==> config.mk <==
export PLATFORM = sky130hd
export DESIGN_NAME = seven_seg_scan_flat
export DESIGN_NICKNAME = d
export VERILOG_FILES = /design/src/rtl/seg_pkg.sv /design/src/rtl/seven_seg_scan_if.sv /design/src/rtl/seven_seg.sv /design/src/rtl/seven_seg_scan.sv /design/src/flat_wrapper.sv
export SDC_FILE = /design/constraint.sdc
export NUM_CORES = 1
export LEC_CHECK = 0
export BUFFER_PORTS_ARGS = -buffer_cell sky130_fd_sc_hd__buf_2
export CORE_MARGIN = 2
export CORE_UTILIZATION = 45
export DETAILED_ROUTE_END_ITERATION = 12
export PLACE_DENSITY = 0.6
export SYNTH_ARGS = -nofsm -noshare
export SYNTH_HDL_FRONTEND = slang
export SYNTH_HIERARCHICAL = 1
export SYNTH_SLANG_ARGS = --single-unit
==> constraint.sdc <==
create_clock -name clk -period 6.3 [get_ports clk]
set_input_delay 1.26 -clock clk [delete_from_list [all_inputs] [get_ports clk]]
set_output_delay 1.26 -clock clk [all_outputs]
set_load 0.01 [all_outputs]
==> src/rtl/seg_pkg.sv <==
// Shared segment definitions for the 7-segment display path.
// Segment vectors are active-low and ordered {CA,CB,CC,CD,CE,CF,CG,DP}.
// Bit 0 (DP) = 1 means the decimal point is off.
package seg_pkg;

    typedef logic [7:0] seg_t;

    // Bit positions within a segment vector
    localparam int SEG_CA = 7;
    localparam int SEG_CB = 6;
    localparam int SEG_CC = 5;
    localparam int SEG_CD = 4;
    localparam int SEG_CE = 3;
    localparam int SEG_CF = 2;
    localparam int SEG_CG = 1;
    localparam int SEG_DP = 0;

    // Hex glyphs, DP off
    localparam seg_t SEG_0 = 8'h03;
    localparam seg_t SEG_1 = 8'h9F;
    localparam seg_t SEG_2 = 8'h25;
    localparam seg_t SEG_3 = 8'h0D;
    localparam seg_t SEG_4 = 8'h99;
    localparam seg_t SEG_5 = 8'h49;
    localparam seg_t SEG_6 = 8'h41;
    localparam seg_t SEG_7 = 8'h1F;
    localparam seg_t SEG_8 = 8'h01;
    localparam seg_t SEG_9 = 8'h09;
    localparam seg_t SEG_A = 8'h11;
    localparam seg_t SEG_B = 8'hC1;
    localparam seg_t SEG_C = 8'h63;
    localparam seg_t SEG_D = 8'h85;
    localparam seg_t SEG_E = 8'h61;
    localparam seg_t SEG_F = 8'h71;

    localparam seg_t SEG_BLANK = 8'hFF;

endpackage

==> src/rtl/seven_seg_scan_if.sv <==
// Display update handshake between the system datapath and the scan controller.
//   upd_valid  : new display contents offered (master)
//   upd_ready  : controller can accept an update this cycle (slave)
//   upd_digits : hex nibbles, digit i = [4i+3:4i], digit 0 = rightmost
//   upd_dp     : decimal point enable per digit, 1 = lit
//   upd_en     : digit enable, 0 = digit blank
interface seven_seg_scan_if #(
    parameter int unsigned NUM_DIGITS = 8
);

    logic                    upd_valid;
    logic                    upd_ready;
    logic [4*NUM_DIGITS-1:0] upd_digits;
    logic [NUM_DIGITS-1:0]   upd_dp;
    logic [NUM_DIGITS-1:0]   upd_en;

    modport master (
        output upd_valid,
        output upd_digits,
        output upd_dp,
        output upd_en,
        input  upd_ready
    );

    modport slave (
        input  upd_valid,
        input  upd_digits,
        input  upd_dp,
        input  upd_en,
        output upd_ready
    );

endinterface

==> src/rtl/seven_seg.sv <==
// Hex-to-7-segment decoder, purely combinational.
//   hex : 4-bit value 0..F
//   seg : active-low {CA..CG,DP}, DP always off (bit 0 = 1)
module seven_seg
    import seg_pkg::*;
(
    input  logic [3:0] hex,
    output seg_t       seg
);

    always_comb begin
        seg = SEG_BLANK;
        case (hex)
            4'h0:    seg = SEG_0;
            4'h1:    seg = SEG_1;
            4'h2:    seg = SEG_2;
            4'h3:    seg = SEG_3;
            4'h4:    seg = SEG_4;
            4'h5:    seg = SEG_5;
            4'h6:    seg = SEG_6;
            4'h7:    seg = SEG_7;
            4'h8:    seg = SEG_8;
            4'h9:    seg = SEG_9;
            4'hA:    seg = SEG_A;
            4'hB:    seg = SEG_B;
            4'hC:    seg = SEG_C;
            4'hD:    seg = SEG_D;
            4'hE:    seg = SEG_E;
            4'hF:    seg = SEG_F;
            default: seg = SEG_BLANK;
        endcase
    end

endmodule

==> src/rtl/seven_seg_scan.sv <==
// Time-multiplexed scan controller for a common-anode 7-segment display.
// One shared decoder; an active-low one-hot anode walks the digits with a
// blanking gap at the start of every slot. Updates land in a pending buffer
// and are committed to the displayed contents only at the frame end.
//   clk, rst   : clock, asynchronous active-high reset
//   upd        : update handshake (slave side)
//   an         : anodes, active-low, one-hot-low or all high
//   seg        : segments, active-low {CA..CG,DP}
//   frame_done : one-cycle pulse on the last tick of the last digit slot
module seven_seg_scan
    import seg_pkg::*;
#(
    parameter int unsigned NUM_DIGITS      = 8,
    parameter int unsigned TICKS_PER_DIGIT = 100000,
    parameter int unsigned BLANK_TICKS     = 1000,
    parameter int unsigned CNT_W           = 17
) (
    input  logic                  clk,
    input  logic                  rst,
    seven_seg_scan_if.slave       upd,
    output logic [NUM_DIGITS-1:0] an,
    output seg_t                  seg,
    output logic                  frame_done
);

    localparam int unsigned IDX_W = (NUM_DIGITS > 1) ? $clog2(NUM_DIGITS) : 1;

    localparam logic [CNT_W-1:0] TICK_LAST = CNT_W'(TICKS_PER_DIGIT - 1);
    localparam logic [CNT_W-1:0] TICK_LIT  = CNT_W'(BLANK_TICKS);
    localparam logic [IDX_W-1:0] IDX_LAST  = IDX_W'(NUM_DIGITS - 1);

    logic [CNT_W-1:0] tick_q;
    logic [IDX_W-1:0] idx_q;

    logic                    pending_q;
    logic [4*NUM_DIGITS-1:0] pend_digits_q, act_digits_q;
    logic [NUM_DIGITS-1:0]   pend_dp_q, act_dp_q;
    logic [NUM_DIGITS-1:0]   pend_en_q, act_en_q;

    logic                  slot_end, frame_end, accept, dark;
    logic [3:0]            cur_digit;
    seg_t                  dec_seg;
    logic [NUM_DIGITS-1:0] an_d;
    seg_t                  seg_d;

    assign slot_end  = (tick_q == TICK_LAST);
    assign frame_end = slot_end && (idx_q == IDX_LAST);

    // Ready only depends on the pending flag, so a commit cycle (pending = 1)
    // can never also accept: no same-cycle accept-and-commit.
    assign upd.upd_ready = !pending_q;
    assign accept        = upd.upd_valid && !pending_q;
    assign frame_done    = frame_end;

    // Slot tick counter and digit index; index wrap is explicit so
    // NUM_DIGITS need not be a power of two.
    always_ff @(posedge clk or posedge rst) begin
        if (rst) begin
            tick_q <= '0;
            idx_q  <= '0;
        end else if (slot_end) begin
            tick_q <= '0;
            idx_q  <= (idx_q == IDX_LAST) ? '0 : idx_q + 1'b1;
        end else begin
            tick_q <= tick_q + 1'b1;
        end
    end

    // Pending buffer and frame-boundary commit
    always_ff @(posedge clk or posedge rst) begin
        if (rst) begin
            pending_q     <= 1'b0;
            pend_digits_q <= '0;
            pend_dp_q     <= '0;
            pend_en_q     <= '0;
            act_digits_q  <= '0;
            act_dp_q      <= '0;
            act_en_q      <= '0;
        end else if (frame_end && pending_q) begin
            act_digits_q <= pend_digits_q;
            act_dp_q     <= pend_dp_q;
            act_en_q     <= pend_en_q;
            pending_q    <= 1'b0;
        end else if (accept) begin
            pend_digits_q <= upd.upd_digits;
            pend_dp_q     <= upd.upd_dp;
            pend_en_q     <= upd.upd_en;
            pending_q     <= 1'b1;
        end
    end

    assign cur_digit = act_digits_q[{idx_q, 2'b00} +: 4];

    seven_seg u_dec (
        .hex (cur_digit),
        .seg (dec_seg)
    );

    always_comb begin
        dark = (tick_q < TICK_LIT) || !act_en_q[idx_q];
        an_d  = '1;
        seg_d = SEG_BLANK;
        if (!dark) begin
            an_d  = ~(NUM_DIGITS'(1) << idx_q);
            seg_d = {dec_seg[7:1], dec_seg[SEG_DP] & ~act_dp_q[idx_q]};
        end
    end

    // Registered pin drivers: glitch-free, one cycle behind tick/idx.
    always_ff @(posedge clk or posedge rst) begin
        if (rst) begin
            an  <= '1;
            seg <= SEG_BLANK;
        end else begin
            an  <= an_d;
            seg <= seg_d;
        end
    end

endmodule

==> src/flat_wrapper.sv <==
// flat-port wrapper written by rule: the top's interface ports become plain ports
module seven_seg_scan_flat import seg_pkg::*;
#(
    parameter int unsigned NUM_DIGITS      = 8,
    parameter int unsigned TICKS_PER_DIGIT = 100000,
    parameter int unsigned BLANK_TICKS     = 1000,
    parameter int unsigned CNT_W           = 17
)
  (clk, rst, an, seg, frame_done, upd_upd_valid, upd_upd_digits, upd_upd_dp, upd_upd_en, upd_upd_ready);
  seven_seg_scan_if #(.NUM_DIGITS(NUM_DIGITS)) upd_i ();
  input  logic clk;
  input  logic rst;
  output logic [NUM_DIGITS-1:0] an;
  output seg_t seg;
  output logic frame_done;
  input wire logic [$bits(upd_i.upd_valid)-1:0] upd_upd_valid;
  input wire logic [$bits(upd_i.upd_digits)-1:0] upd_upd_digits;
  input wire logic [$bits(upd_i.upd_dp)-1:0] upd_upd_dp;
  input wire logic [$bits(upd_i.upd_en)-1:0] upd_upd_en;
  output wire logic [$bits(upd_i.upd_ready)-1:0] upd_upd_ready;
  assign upd_i.upd_valid = upd_upd_valid;
  assign upd_i.upd_digits = upd_upd_digits;
  assign upd_i.upd_dp = upd_upd_dp;
  assign upd_i.upd_en = upd_upd_en;
  assign upd_upd_ready = upd_i.upd_ready;
  seven_seg_scan #(.NUM_DIGITS(NUM_DIGITS), .TICKS_PER_DIGIT(TICKS_PER_DIGIT), .BLANK_TICKS(BLANK_TICKS), .CNT_W(CNT_W)) u_core (.clk(clk), .rst(rst), .upd(upd_i), .an(an), .seg(seg), .frame_done(frame_done));
endmodule
==> summary.md, run 1 <==
| Metric | Value |
|---|---|
| Synth Net Count | 476 |
| Power per standard cell area | 292 nW/um^2 |
| Synth unique cells | 52 |
| Cell taking the most area after synthesis | dfrtp_1 |
| Commonest cells after routing, fill and taps aside | dfrtp_1 (117), mux2_2 (89), buf_2 (68) |
| I/O Buffers | 68 |
| Post-synthesis async set-or-reset flop share | 100% |
| GR Util All Layers | 16.6% |
| FMAX | 275 MHz |
| Initial Util | 46.3% |
| Setup Buffers After CTS | 0 |
| Max Cap Viol | 0 |
| Final Max Tran Viols | 0 |
| Seq cells post-synth | 133 |
| Remaining global-route overflow | 0 |
| Post-synthesis cell count | 411 |
| ANT cells | 0 |
| Slowest CP cell | nor2_1 |
| Largest net degree at the start of global routing | 73 |
| Die area | 14000 sq um |
| 1st-pass router iterations | 4 |
| RSZ-0062 raised after global routing | false |
| Crit path largest cell delay | 0.46 ns |
| Worst endpoint data arrival time | 2.37 ns |
| Synth top area share | 50.0% |
| Clock insertion delay at the later pin of the skew report | 0.41 ns |
| I/O pin cnt | 69 |
| Slew of the pin with the lowest slew margin | 0.936 ns |
| Final HPWL DP | 6.98 mm |
| Row cnt | 41 |
| Nets | 546 |
| Critical Path RT | 5.04 ns |
| Mean Syn Cell Area | 14.3 sq um |
| Cts bufs inserted | 17 |
| Global-route wire length before repair | 18.1 mm |
| Synth Warn # | 6 |
| Vias in the first global route | 3589 |
| Drt total wl | 10.3 mm |
| Area growth, synth to finish | 18.8% |
| Top delay family on crit path | simple AND/OR/NAND/NOR gates |
| Endpoint type of the worst setup path | output port |
| Final Setup Violations | 0 |
| Hold-fix buffers at CTS | 0 |
| Worst rel slew slack | 37.6% |
| Clk buf depth | 2 |
| Clock Tree Root | clkbuf_16 |
| CTS Sinks | 133 |
| DIE HEIGHT | 118 um |
| Startpoint Class | flip-flop |
| Critical Path Fanout Max | 9 |
| Area contributors post-synth | dfrtp_1 (50%), mux2_2 (17%), dfstp_2 (7.2%) |
| Layout cells sized above 1 | 48.5% |
| Reg clk slew, reported paths | 0.06 ns |
| Vias per cell | 5.05 |
| Worst ir drop on vdd | 0.188 mV |
| Post-Route Setup TNS | 0 ns |
| Leak pwr | 0.00320 uW |
| Core area | 12700 sq um |
| Most common cell after layout, fill and taps aside | dfrtp_1 |
| H-tree Lvls | 4 |
| Post-synth top flop | dfrtp_1 |
| Run status | complete, no violations |
| Tcrit/Tclk final | 57.6% |
| Vias | 3361 |
| Post_cts resized | 0 |
| CTS tree | done |
| DRC viols | 0 |
| DRT antenna net count | 0 |
| Register area share after synthesis | 57.1% |
| Crit path buffers/inverters | 1 |
| Worst Skew | 0.00819 ns |
| Final hold vios | 0 |
| Die W | 118 um |
| Placer Congestion | 0.842 |
| Final critical-path required period | 3.63 ns |
| DR iter-0 viols | 214 |
| Post-synth EDFFs | 0 |
| Synthesized area | 5860 sq um |
| CP cell instances | ha_1, and4_1, nand3_2, nor2_1, and2_1, buf_2 |
| Min-Delay Path Class | reg -> reg |
| Critical path class | reg -> out |
| Routed length per placed instance | 15.5 um |
| Hold_ws | 0.483 ns |
| Initial antenna violation count | 0 |
[layer usage]
metal  global-route usage [%]  wire (um)  vias up
met1                     22.7       4910     1691
met3                     5.23        380        7
li1                         -          -     1596
met5                        0          0        -
met4                     5.65         87        0
met2                     25.1       4930       67
[layout make-up]
class                   count  area [sq um]
clock inverters             9           148
inverters                  10          40.0
flip-flops and latches    133          3350
fillers                  1095          5710
well taps                 172           215
multi-input cells         248          2360
clock buffers              22           494
repair buffers             71           363
[flip-flops by register name, summed over array words and instances, names as in the netlist]
name	count
u_core/act_digits_q	32
u_core/pend_digits_q	32
u_core/tick_q	17
u_core/act_dp_q	8
u_core/act_en_q	8
u_core/an	8
u_core/pend_dp_q	8
u_core/pend_en_q	8
u_core/seg	8
u_core/idx_q	3
u_core/pending_q	1
[cells by family (layout without fill, tap and decap cells)]
| logic type | after synthesis | count (layout) | synth area share (%) |
|---|---|---|---|
| flops | 133 | 133 | 57.1 |
| mux | 115 | 115 | 24.5 |
| simple gates | 87 | 87 | 8.41 |
| buf+inv | 30 | 112 | 2.80 |
| compound gates | 18 | 18 | 2.16 |
| fa+ha+maj | 14 | 14 | 2.99 |
| xor+xnor | 13 | 13 | 1.94 |
| other cells | 1 | 1 | 0.0640 |
[Yosys cell counts (2+ instances only)]
| master | n |
|---|---|
| dfrtp_1 | 117 |
| mux2_2 | 89 |
| nand2_1 | 25 |
| dfstp_2 | 16 |
| nor2_1 | 16 |
| ha_1 | 14 |
| mux4_2 | 13 |
| nand3_1 | 10 |
| inv_1 | 9 |
| mux2_1 | 9 |
| xnor2_1 | 9 |
| or2_2 | 8 |
| buf_2 | 7 |
| nand4_1 | 5 |
| o21ai_0 | 5 |
| buf_4 | 4 |
| mux2i_1 | 4 |
| xor2_1 | 4 |
| buf_1 | 3 |
| nor3_1 | 3 |
| a21oi_1 | 2 |
| a22o_1 | 2 |
| and2_1 | 2 |
| and3_1 | 2 |
| and4_1 | 2 |
| buf_6 | 2 |
| clkbuf_1 | 2 |
| o211ai_1 | 2 |
| o31ai_1 | 2 |
[final timing paths]
path | from | to | slack (ns) | depth (start not counted)
min in group asynchronous | rst | u_core/pend_digits_q[12]$_DFFE_PP0P_ | 1.01 | 2
max in group asynchronous | rst | u_core/act_digits_q[28]$_DFFE_PP0P_ | 3.93 | 3
worst min-delay path | u_core/act_digits_q[2]$_DFFE_PP0P_ | u_core/act_digits_q[2]$_DFFE_PP0P_ | 0.48 | 1
worst max register to register | u_core/idx_q[0]$_DFFE_PP0N_ | u_core/act_digits_q[29]$_DFFE_PP0P_ | 3.20 | 6
worst min register to register | u_core/act_digits_q[2]$_DFFE_PP0P_ | u_core/act_digits_q[2]$_DFFE_PP0P_ | 0.48 | 1
worst max-delay path | u_core/tick_q[0]$_DFF_PP0_ | frame_done | 2.67 | 6
[per-stage QoR]
stage,utilization [%],total power (uW),std cells,area (sq um),setup slack [ns]
after floorplan,-,961,411,5860,1.51
after global routing,55.0,2110,665,6960,2.45
after global placement,49.9,991,634,6320,3.16
after CTS,55.0,2060,665,6960,2.63
final,55.0,2030,665,6960,2.67
after detailed placement,49.9,994,634,6320,3.09
[report_power, final]
part / switching (uW) / internal [uW]
registers: 19.5 / 892
logic: 28.8 / 37.1
clock network: 343 / 710
Power figures use the tool's default switching activity.
==> run 2, diff against run 1 <==
--- a/config.mk
+++ b/config.mk
@@ -5,6 +5,7 @@
 export SDC_FILE = /design/constraint.sdc
 export NUM_CORES = 1
 export LEC_CHECK = 0
+export ABC_AREA = 1
 export BUFFER_PORTS_ARGS = -buffer_cell sky130_fd_sc_hd__buf_2
 export CORE_MARGIN = 2
 export CORE_UTILIZATION = 45
==> constraint.sdc (replaced) <==
create_clock -name clk -period 3.67 [get_ports clk]
set_input_delay 0.734 -clock clk [delete_from_list [all_inputs] [get_ports clk]]
set_output_delay 0.734 -clock clk [all_outputs]
set_load 0.01 [all_outputs]
==> summary.md, run 2 <==
| Metric | Value |
|---|---|
| Synthesized area | 6280 sq um (+7.1%) |
| CP cell instances | ha_1, nand2_1, nor2_1, nand3_1, nor2_4, nand2_1, inv_1, buf_2 |
| Crit path largest cell delay | 0.52 ns (+0.06 ns) |
| Area contributors post-synth | dfrtp_1 (47%), nand2_1 (11%), dfstp_2 (6.7%) |
| I/O Buffers | 68 (unchanged) |
| FMAX | 332 MHz |
| Critical Path Source | u_core/tick_q[0]$_DFF_PP0_ |
| Remaining global-route overflow | 0 (unchanged) |
| Critical path class | reg -> out |
| Die area | 14900 sq um (+6.9%) |
| Post_cts resized | 0 (unchanged) |
| Initial antenna violation count | 0 (unchanged) |
| Initial Util | 45.6% (-0.67 points) |
| Min-Delay Path Class | in -> async |
| Slew of the pin with the lowest slew margin | 1.10 ns (+0.166 ns) |
| Most common cell after layout, fill and taps aside | nand2_1 |
| Tcrit/Tclk final | 82.1% |
| Seq cells post-synth | 133 (unchanged) |
| Post-synthesis async set-or-reset flop share | 100% (unchanged) |
| Cts bufs inserted | 17 (unchanged) |
| Hold-fix buffers at CTS | 0 (unchanged) |
| Final Max Tran Viols | 0 (unchanged) |
| Placer Congestion | 0.897 (+6.5%) |
| DRT antenna net count | 0 (unchanged) |
| Slowest CP cell | nor2_4 |
| Worst ir drop on vdd | 0.307 mV (+64%) |
| Final HPWL DP | 9.04 mm (+29%) |
| CTS tree | done |
| Setup Buffers After CTS | 0 (unchanged) |
| 1st-pass router iterations | 5 (+1) |
| Worst rel slew slack | 26.3% (-11 points) |
| DIE HEIGHT | 122 um (+3.4%) |
| Synth top area share | 46.6% (-3.3 points) |
| Post-Route Setup TNS | 0 ns (unchanged) |
| Clock insertion delay at the later pin of the skew report | 0.42 ns (about the same) |
| DRC viols | 0 (unchanged) |
| Power per standard cell area | 441 nW/um^2 (+51%) |
| CTS Sinks | 133 (unchanged) |
| Final critical-path required period | 3.01 ns |
| Mean Syn Cell Area | 9.17 sq um (-36%) |
| Commonest cells post-synth | nand2_1 (184), dfrtp_1 (117), nor2_1 (63) |
| Fill cells | 1333 (+22%) |
| Top-count cell post-synth | nand2_1 |
| Biggest regs | u_core/act_digits_q x32, u_core/pend_digits_q x32, u_core/tick_q x17 |
| Critical Path Fanout Max | 29 (+20) |
| Die W | 122 um (+3.4%) |
| Max Cap Viol | 0 (unchanged) |
| Vias per cell | 5.13 (+1.6%) |
| Row cnt | 43 (+4.9%) |
| H-tree Lvls | 4 (unchanged) |
| Leak pwr | 0.00370 uW (+15%) |
| Area growth, synth to finish | 15.8% |
| Hold_ws | 0.419 ns (-0.0638 ns) |
| Largest net degree at the start of global routing | 57 (-22%) |
| CP dominant cell by count | nand2_1 |
| Worst Skew | 0.0133 ns (+0.00513 ns) |
| Post-synthesis cell count | 685 (+67%) |
| Reg clk slew, reported paths | 0.06 ns (about the same) |
| Worst Reg-to-Reg Cells | 12 (+6) |
| Post-synth top flop | dfrtp_1 |
| Synth unique cells | 27 (-48%) |
| ANT cells | 0 (unchanged) |
| Layout cells sized above 1 | 23.4% (-25 points) |
| DR iter-0 viols | 386 (+80%) |
| Final Setup Violations | 0 (unchanged) |
| Worst endpoint data arrival time | 2.28 ns (-0.09 ns) |
| Synth Net Count | 750 (+58%) |
| I/O pin cnt | 69 (unchanged) |
| Startpoint Class | flip-flop |
| Clk buf depth | 2 (unchanged) |
| GR Util All Layers | 19.1% (+2.5 points) |
| Post-synth EDFFs | 0 (unchanged) |
| Endpoint type of the worst setup path | output port |
| Critical Path RT | 2.94 ns (-2.10 ns) |
| Run status | complete, no violations |
| Nets | 804 (+47%) |
| Core area | 13800 sq um (+8.7%) |
| Global-route wire length before repair | 22.3 mm (+23%) |
| Vias | 4784 (+42%) |
| Final hold vios | 0 (unchanged) |
| Cell taking the most area after synthesis | dfrtp_1 |
| Routed length per placed instance | 14.1 um (-8.9%) |
| RSZ-0062 raised after global routing | false |
| Commonest cells after routing, fill and taps aside | nand2_1 (183), dfrtp_1 (117), buf_2 (68) |
| Vias in the first global route | 4661 (+30%) |
| Synth Warn # | 6 (unchanged) |
| Reg-to-Reg End | u_core/seg[4]$_DFF_PP1_ |
| Worst setup endpoint | frame_done |
| Clock Tree Root | clkbuf_16 |
| Drt total wl | 13.2 mm (+28%) |
| Worst flop-to-flop path startpoint | u_core/idx_q[1]$_DFFE_PP0N_ |
| R2R Setup Slk | 1.16 ns (-2.04 ns) |
| Register area share after synthesis | 53.3% (-3.8 points) |
[run 2: logic make-up after synthesis]
group	synth area share, %
adders and majority gates	2.79
DFF	53.3
xor gates and xnor gates	0.419
buffers and inverters	6.40
muxes	8.61
and+or+nand+nor	25.0
AOI/OAI and AO/OA	3.45
other	0.0597
[run 2: stage by stage]
step / cells / cell area, sq um / power [uW] / util, % / worst slack, ns
6_report: 932 / 7270 / 3210 / 52.8 / 0.658
5_1_grt: 932 / 7270 / 3330 / 52.8 / 0.420
4_1_cts: 932 / 7270 / 3250 / 52.8 / 0.659
3_5_place_dp: 900 / 6720 / 1670 / 48.8 / 1.12
3_3_place_gp: 900 / 6720 / 1660 / 48.8 / 1.15
2_1_floorplan: 685 / 6280 / 1610 / - / 1.30
[run 2: cell type report]
type	count	area [sq um]	share of cell area, %
Clock buffer	20	447	6.14
Clock inverter	12	106	1.46
Inverter	50	191	2.63
Multi-Input combinational cell	461	2540	34.9
Sequential cell	133	3350	46.1
Tap cell	180	225	3.10
Timing Repair Buffer	76	413	5.68
[run 2: metal layers]
metal,vias up,track usage [%],share of wire (%)
met1,2321,25.3,46
met5,-,0,0
met3,9,3.93,4.2
li1,2358,-,-
met2,96,30.7,49
met4,0,7.90,0.90
[run 2: worst min-delay path by stage]
stage	start	endpoint	slack, ns	depth (start not counted)
2_1_floorplan	u_core/tick_q[0]$_DFF_PP0_	u_core/tick_q[0]$_DFF_PP0_	0.43	1
3_5_place_dp	u_core/act_digits_q[22]$_DFFE_PP0P_	u_core/act_digits_q[22]$_DFFE_PP0P_	0.46	2
5_1_grt	rst	u_core/pend_digits_q[8]$_DFFE_PP0P_	0.46	2
3_3_place_gp	u_core/tick_q[0]$_DFF_PP0_	u_core/tick_q[0]$_DFF_PP0_	0.44	1
6_report	rst	u_core/act_digits_q[2]$_DFFE_PP0P_	0.42	2
4_1_cts	rst	u_core/pend_digits_q[8]$_DFFE_PP0P_	0.43	2
[run 2: power by group]
group	total, uW	switching [uW]	internal (uW)
clock network	1570	619	948
logic	97.4	46.1	51.2
registers	1540	28.2	1510
[run 2: worst max-delay path, delay by kind of cell (launching register included)]
| kind | cells | cell delay, ns |
|---|---|---|
| flops | 1 | 0.38 |
| simple gates | 5 | 1.11 |
| buf+inv | 2 | 0.20 |
| fa+ha+maj | 1 | 0.18 |
